[src/rtl/disp_scan_ctrl_if.sv]
// rtl/disp_scan_ctrl_if.sv - control/data bundle between a display host and the scan controller
interface disp_scan_ctrl_if #(
  parameter int NUM_DIG = 4
);
  logic                   enable;
  logic                   load;
  logic [3*NUM_DIG-1:0]   codes_in;
  logic                   pending;
  logic [2:0]             col_code;
  logic [NUM_DIG-1:0]     dig_sel_n;
  logic                   blank;
  logic                   frame_done;

  modport master (
    output enable, load, codes_in,
    input  pending, col_code, dig_sel_n, blank, frame_done
  );

  modport slave (
    input  enable, load, codes_in,
    output pending, col_code, dig_sel_n, blank, frame_done
  );
endinterface

[src/rtl/disp_scan_ctrl.sv]
// rtl/disp_scan_ctrl.sv - time-multiplexed letter display scan controller with frame-aligned code commit
module disp_scan_ctrl #(
  parameter int NUM_DIG = 4,
  parameter int DIV     = 50000,
  parameter int BLANK   = 2
) (
  input  logic            clk,
  input  logic            rst_n,
  disp_scan_ctrl_if.slave bus
);

  typedef enum logic [1:0] {IDLE, BLNK, SHOW} state_t;

  localparam int CW = (DIV > 1) ? $clog2(DIV) : 1;
  localparam int SW = $clog2(NUM_DIG);
  localparam int CODES_W = 3 * NUM_DIG;
  localparam logic [CW-1:0] CNT_LAST  = CW'(DIV - 1);
  localparam logic [CW-1:0] BLANK_C   = CW'(BLANK);
  localparam logic [SW-1:0] SLOT_LAST = SW'(NUM_DIG - 1);

  state_t               state, state_d;
  logic [CW-1:0]        cnt, cnt_d;
  logic [SW-1:0]        slot, slot_d;
  logic [CODES_W-1:0]   active, active_d;
  logic [CODES_W-1:0]   shadow, shadow_d;
  logic                 pending_d;
  logic [2:0]           code_d;
  logic [NUM_DIG-1:0]   sel_n_d;
  logic                 frame_end;

  // Last cycle of the last slot: the only point where shadow codes may reach the active set
  assign frame_end = (state != IDLE) && (cnt == CNT_LAST) && (slot == SLOT_LAST);

  // Next-state, counters and the shadow/active code bookkeeping
  always_comb begin
    state_d   = state;
    cnt_d     = cnt;
    slot_d    = slot;
    active_d  = active;
    shadow_d  = shadow;
    pending_d = bus.pending;

    if (!bus.enable) begin
      // Going dark: flush anything waiting so the next scan starts from the newest codes
      state_d   = IDLE;
      cnt_d     = '0;
      slot_d    = '0;
      if (bus.load)
        active_d = bus.codes_in;
      else if (bus.pending)
        active_d = shadow;
      pending_d = 1'b0;
    end else if (state == IDLE) begin
      cnt_d  = '0;
      slot_d = '0;
      if (bus.load)
        active_d = bus.codes_in;
    end else begin
      if (cnt == CNT_LAST) begin
        cnt_d  = '0;
        slot_d = (slot == SLOT_LAST) ? '0 : slot + 1'b1;
      end else begin
        cnt_d = cnt + 1'b1;
      end

      if (frame_end) begin
        // A load on the boundary itself goes straight to the active set
        if (bus.load)
          active_d = bus.codes_in;
        else if (bus.pending)
          active_d = shadow;
        pending_d = 1'b0;
      end else if (bus.load) begin
        shadow_d  = bus.codes_in;
        pending_d = 1'b1;
      end
    end

    if (bus.enable)
      state_d = ((BLANK != 0) && (cnt_d < BLANK_C)) ? BLNK : SHOW;
  end

  // Output decode from the next-state values so the registered outputs line up with the state
  always_comb begin
    code_d  = '0;
    sel_n_d = '1;
    for (int i = 0; i < NUM_DIG; i++) begin
      if (slot_d == SW'(i)) begin
        code_d = active_d[3*i +: 3];
        if (state_d == SHOW)
          sel_n_d[i] = 1'b0;
      end
    end
    if (state_d == IDLE)
      code_d = '0;
  end

  // Scan FSM with registered outputs
  always_ff @(posedge clk or negedge rst_n) begin
    if (!rst_n) begin
      state          <= IDLE;
      cnt            <= '0;
      slot           <= '0;
      active         <= '0;
      shadow         <= '0;
      bus.pending    <= 1'b0;
      bus.col_code   <= '0;
      bus.dig_sel_n  <= '1;
      bus.blank      <= 1'b1;
      bus.frame_done <= 1'b0;
    end else begin
      state          <= state_d;
      cnt            <= cnt_d;
      slot           <= slot_d;
      active         <= active_d;
      shadow         <= shadow_d;
      bus.pending    <= pending_d;
      bus.col_code   <= code_d;
      bus.dig_sel_n  <= sel_n_d;
      bus.blank      <= (state_d != SHOW);
      bus.frame_done <= (state_d != IDLE) && (cnt_d == CNT_LAST) && (slot_d == SLOT_LAST);
    end
  end

endmodule

[src/flat_wrapper.sv]
// flat-port wrapper written by rule: the top's interface ports become plain ports
module disp_scan_ctrl_flat 
#(
  parameter int NUM_DIG = 4,
  parameter int DIV     = 50000,
  parameter int BLANK   = 2
)
  (clk, rst_n, bus_enable, bus_load, bus_codes_in, bus_pending, bus_col_code, bus_dig_sel_n, bus_blank, bus_frame_done);
  disp_scan_ctrl_if #(.NUM_DIG(NUM_DIG)) bus_i ();
  input  logic clk;
  input  logic rst_n;
  input wire logic [$bits(bus_i.enable)-1:0] bus_enable;
  input wire logic [$bits(bus_i.load)-1:0] bus_load;
  input wire logic [$bits(bus_i.codes_in)-1:0] bus_codes_in;
  output wire logic [$bits(bus_i.pending)-1:0] bus_pending;
  output wire logic [$bits(bus_i.col_code)-1:0] bus_col_code;
  output wire logic [$bits(bus_i.dig_sel_n)-1:0] bus_dig_sel_n;
  output wire logic [$bits(bus_i.blank)-1:0] bus_blank;
  output wire logic [$bits(bus_i.frame_done)-1:0] bus_frame_done;
  assign bus_i.enable = bus_enable;
  assign bus_i.load = bus_load;
  assign bus_i.codes_in = bus_codes_in;
  assign bus_pending = bus_i.pending;
  assign bus_col_code = bus_i.col_code;
  assign bus_dig_sel_n = bus_i.dig_sel_n;
  assign bus_blank = bus_i.blank;
  assign bus_frame_done = bus_i.frame_done;
  disp_scan_ctrl #(.NUM_DIG(NUM_DIG), .DIV(DIV), .BLANK(BLANK)) u_core (.clk(clk), .rst_n(rst_n), .bus(bus_i));
endmodule
[config.mk]
export PLATFORM = sky130hd
export DESIGN_NAME = disp_scan_ctrl_flat
export DESIGN_NICKNAME = d
export VERILOG_FILES = /design/src/rtl/disp_scan_ctrl_if.sv /design/src/rtl/disp_scan_ctrl.sv /design/src/flat_wrapper.sv
export SDC_FILE = /design/constraint.sdc
export NUM_CORES = 1
export LEC_CHECK = 0
export ABC_AREA = 1
export BUFFER_PORTS_ARGS = -buffer_cell sky130_fd_sc_hd__clkbuf_2
export CORE_ASPECT_RATIO = 1.5
export CORE_MARGIN = 3
export CORE_UTILIZATION = 55
export CTS_CLUSTER_DIAMETER = 80
export DETAILED_ROUTE_END_ITERATION = 8
export PLACE_DENSITY = 0.78
export SLEW_MARGIN = 25
export SYNTH_ARGS = -nofsm -noshare
export SYNTH_HDL_FRONTEND = slang
export SYNTH_SLANG_ARGS = --single-unit
[constraint.sdc]
create_clock -name clk -period 3.95 [get_ports clk]
set_input_delay 0.79 -clock clk [delete_from_list [all_inputs] [get_ports clk]]
set_output_delay 0.79 -clock clk [all_outputs]
set_load 0.02 [all_outputs]
# --- After elaboration in Yosys (flattened, before gate mapping) ---
# Cells that the tools add are included.
# W data, S select, Z words.
op_classes:
  div_mod_pow: 0
  add_sub_neg: 2
  n_shift: 0
  reduce_logical: 11
  n_eq_ne: 10
  multipliers: 0
  bitwise: 2
  magnitude_cmp: 1
  n_mux: 29
ops:
  columns: ["op", "n"]
  rows:
  - ["$mux W12", 6]
  - ["$mux W16", 3]
  - ["$eq A16 B16 Y1 const B", 2]
  - ["$add A16 B1 Y16 const B", 1]
  - ["$lt A16 B2 Y1 const B", 1]
  - ["$mux W3", 5]
  - ["$mux W2", 6]
  - ["$mux W1", 9]
  - ["$eq A2 B2 Y1 const B", 4]
  - ["$logic_not A2 Y1", 3]
  - ["$logic_and A1 B1 Y1", 4]
  - ["$ne A2 B2 Y1 const B", 2]
  - ["$reduce_and A4 Y1", 1]
  - ["$reduce_bool A2 Y1", 2]
  - ["$ne A3 B1 Y1 const B", 1]
  - ["$add A2 B1 Y2 const B", 1]
  - ["$eq A2 B1 Y1 const B", 1]
  - ["$not A1 Y1", 2]
  - ["$reduce_and A2 Y1", 1]
totals:
  mem_bits_rw: 0
  word_cells: 65
  out_inout_bits: 10
  latchBits: 0
  romBits: 0
  register_bits: 54
  mem_count: 0

# --- Depth between registers and ports, before layout ---
logic_depth:
  ltp_word: 11
  mapped_depth: 14

# --- Worst setup path after synthesis ---
# No wires, ideal clock.
synth_timing:
  path_kind: "in2reg"
  startpoint: "input bus_enable"
  endpoint: "register u_core.shadow[10]"
  stages: 8
  arrival_ps: 1855
  setup_slack_ps: 1967
  setup_ps: 127
  path_cell_list: "buf_6 > inv_1 > nor2_8 > nand2_1 > inv_2 > nand2_4 > buf_6 > mux2_1"
synth_via:
  elab_chain_cells: 1
synth_lines:
  columns: ["item", "line", "source"]
  rows:
  - ["start: declaration", "flat_wrapper.sv:12", "input wire logic [$bits(bus_i.enable)-1:0] bus_enable;"]
  - ["$reduce_and A4 Y1 (no line)", null, null]
  - ["end signal: assignment", "disp_scan_ctrl.sv:116", "shadow <= shadow_d;"]
  - ["end: declaration", "disp_scan_ctrl.sv:25", "logic [CODES_W-1:0] shadow, shadow_d;"]
# No other way between the ends.
# A chain may end at the register's enable or synchronous reset.

# --- Final worst setup path ---
layout_timing:
  startpoint: "input bus_enable"
  endpoint: "register u_core.bus.col_code[2]"
layout_via:
  elab_chain_cells: 7
  elab_cells_between_ends: 16
  cone_classes: "order compare (1); eq/ne (3); mux (10); reduce/logical (2)"
layout_lines:
  columns: ["item", "line", "source"]
  rows:
  - ["branches (longest 6 deep; another with $lt A16 B2 Y1)", null, null]
  - ["$mux W3 (*)", "disp_scan_ctrl.sv:94", "if (state_d == IDLE)"]
  - ["net u_core.code_d[2]", "disp_scan_ctrl.sv:27", "logic [2:0] code_d;"]
  - ["end signal: assignment", "disp_scan_ctrl.sv:118", "bus.col_code <= code_d;"]
  - ["end: declaration", "disp_scan_ctrl_if.sv:21", "output pending, col_code, dig_sel_n, blank, frame_done"]
# Mark *: on every way through the listed nets, which the timed path passes.

==> impl_metrics.ini <==
[cells_and_area]
antenna_cells = 0
multiInputGateArea_mm2 = 0.00161
fillerInstances = 524
fin_nets = 485
drive_gt1_frac = 0.161
seq_area_mm2 = 0.00136
fin_area_mm2 = 0.00351
synthToLayoutAreaGrowth_pct = 8.01

[sta]
clock_skew_ns = 0.0204
slew_viol_final = 0
finalSetupViolCount = 0
hold_violations = 0
min_period_over_period = 0.537
clock.fmax_ghz = 0.472
period_needed_ns = 2.12
fin_setup_tns_ns = 0
setup_ws_ns = 1.83
rsz0062_at_grt = false
slew-limit-headroom = 0.435
worst_pin_slew_ns = 0.848

[cts]
cts_num_sinks = 54
cts_max_level = 2
clk_latency_ns = 0.33
clk_pin_slew_ns = 0.10
clk_path_buf_depth = 2
cts_buffers = 5
ctsHoldBuffers = 0
cts_root_buffer = clkbuf_8
cts_setup_buffers = 0
tritoncts = built
cts_resized = 0

[route]
drt_drc_violations_left = 0
dr_total_vias = 2855
dr.pass1.iters = 4
routed_wirelength_mm = 7.43
antenna_left = 0
wl_per_cell_um = 13.8
first_iter_violations = 166
routed_via_density = 5.32

[global_route]
first_global_vias = 2791
antenna_found_initial = 0
grt_pass1_wl_mm = 12.5
grt_max_degree = 34
grt_overflow = 0
grt_util_all_layers = 0.240

[pwr]
leakagePower_nw = 1.87
ir_drop_mv = 0.286
power.density_mw_per_mm2 = 338

[setup_path]
arrival_ns = 2.32
criticalPathCategory = input port to register
start_kind = input port
r2r_end = u_core.shadow[5]$_DFFE_PN0P_
ff2ff_setup_slack_ns = 1.84
crit_fanout = 16
r2r-start = u_core.cnt[0]$_DFF_PN0_
cp_data_required_time_ns = 4.15
crit_path_start = bus_enable
crit_path_end_kind = register
reg2reg_depth = 8
cp-endpoint = u_core.bus.col_code[2]$_DFF_PN0_

[floorplan]
io_pins = 26
fp.dieH_um = 100
rows = 33
die_x_um = 68.8
dieArea_mm2 = 0.00689
initial_core_util = 0.583
core_mm2 = 0.00557

[run_status]
status = finished, final reports clean

[placement]
pre_cts_slack_ns = 1.50
io_buffers = 25
post_dp_cell_area_mm2 = 0.00341
dp_hpwl_mm = 5.82
place_congestion = 0.889

[synth]
synth_seq_cells = 54
synth_nets = 461
syn_area_per_cell_um2 = 7.35
yosysWarnings = 0
syn_area_mm2 = 0.00325
yosysUniqueCellTypes = 32
syn_inst = 442
yosysSeqAreaShare = 0.418

[hold_path]
hp-class = register to register

[flow_run]
drv_cap = 0
layer usage:
layer | routed length, um | vias to the layer above | GRT usage
li1 | - | 1445 | -
met1 | 2870 | 1336 | 0.265
met2 | 4150 | 63 | 0.452
met3 | 291 | 11 | 0.0314
met4 | 115 | 0 | 0.0766
met5 | 0 | - | 0
cell usage after synthesis, drive strengths merged:
master	count	area (um2)
nand4	3	18.8
nand3	51	310
xor2	4	35.0
nor3	4	25.0
nor2	63	288
clkinv	1	5.00
dfrtp	49	1230
o21ai	22	110
clkbuf	2	7.51
ha	3	37.5
dfstp	5	131
a21oi	14	70.1
buf	7	47.5
and2	1	6.26
mux2	10	113
a31oi	1	6.26
o211ai	1	7.51
nand2	136	533
inv	59	226
nand3b	3	22.5
o21bai	3	22.5
worst min path at each step:
stage | from | end | slack [ns] | depth (start not counted)
after floorplan | u_core.shadow[5]$_DFFE_PN0P_ | u_core.shadow[5]$_DFFE_PN0P_ | 0.46 | 1
after global placement | u_core.shadow[10]$_DFFE_PN0P_ | u_core.shadow[10]$_DFFE_PN0P_ | 0.47 | 1
after detailed placement | u_core.shadow[10]$_DFFE_PN0P_ | u_core.shadow[10]$_DFFE_PN0P_ | 0.48 | 1
after CTS | u_core.shadow[10]$_DFFE_PN0P_ | u_core.shadow[10]$_DFFE_PN0P_ | 0.50 | 1
after global routing | u_core.shadow[10]$_DFFE_PN0P_ | u_core.shadow[10]$_DFFE_PN0P_ | 0.51 | 1
final | u_core.shadow[10]$_DFFE_PN0P_ | u_core.shadow[10]$_DFFE_PN0P_ | 0.50 | 1
sequential cells by signal, indices dropped and copies added, names as in the netlist:
signal	count
u_core.active	12
u_core.state	2
u_core.bus.col_code	3
u_core.bus.frame_done	1
u_core.cnt	16
u_core.bus.dig_sel_n	4
u_core.slot	2
u_core.bus.blank	1
u_core.bus.pending	1
u_core.shadow	12
placed cells by master, fill, tap and decap left out, types with 4 or more instances in the layout:
cell / Yosys / layout
nand3_1: 40 / 40
mux2_2: 5 / 5
mux2_1: 5 / 5
dfrtp_1: 49 / 49
nor2_2: 5 / 5
xor2_1: 4 / 4
inv_1: 55 / 55
clkbuf_2: 0 / 25
clkbuf_8: 0 / 5
a21oi_1: 14 / 14
nor2_1: 54 / 54
nand3_2: 11 / 11
o21ai_0: 22 / 22
dfstp_2: 5 / 5
nand2_1: 131 / 131
where the power goes:
part	switching (mW)	total [mW]	internal (mW)	leakage, nW
clock network	0.201	0.332	0.131	0.0491
registers	0.0345	0.646	0.611	0.682
logic	0.134	0.211	0.0766	1.14
metrics by stage:
step	total power [mW]	std cells	util	hold slack, ns
floorplan	0.803	442	-	0.459
global placement	0.859	529	0.613	0.470
detailed placement	0.867	529	0.613	0.478
CTS	1.20	537	0.630	0.501
global route	1.26	537	0.630	0.506
finish	1.19	537	0.630	0.497
critical path, cell delays in order:
cell      delay, ns
clkbuf_2       0.28
inv_1          0.23
nor2_8         0.25
nand3_2        0.14
nor2_2         0.22
inv_1          0.13
o21ai_0        0.21
a21oi_1        0.06
logic make-up (layout without fill, tap and decap cells):
group	after synthesis	count (layout)	share of synthesized area
XOR/XNOR	4	4	0.0108
multiplexers	10	10	0.0347
flip-flops	54	54	0.418
adder cells (fa/ha/maj)	3	3	0.0116
AO/OA/AOI/OAI	41	41	0.0666
buffers and inverters	69	94	0.0882
AND/OR/NAND/NOR	261	261	0.370
layout make-up:
type                    count  area share
well taps                  70      0.0250
repair buffers             26      0.0378
clock buffers               5      0.0196
multi-input cells         319       0.457
inverters                  60      0.0660
clock inverters             3     0.00749
flip-flops and latches     54       0.387
(Power assumes the default switching activity.)
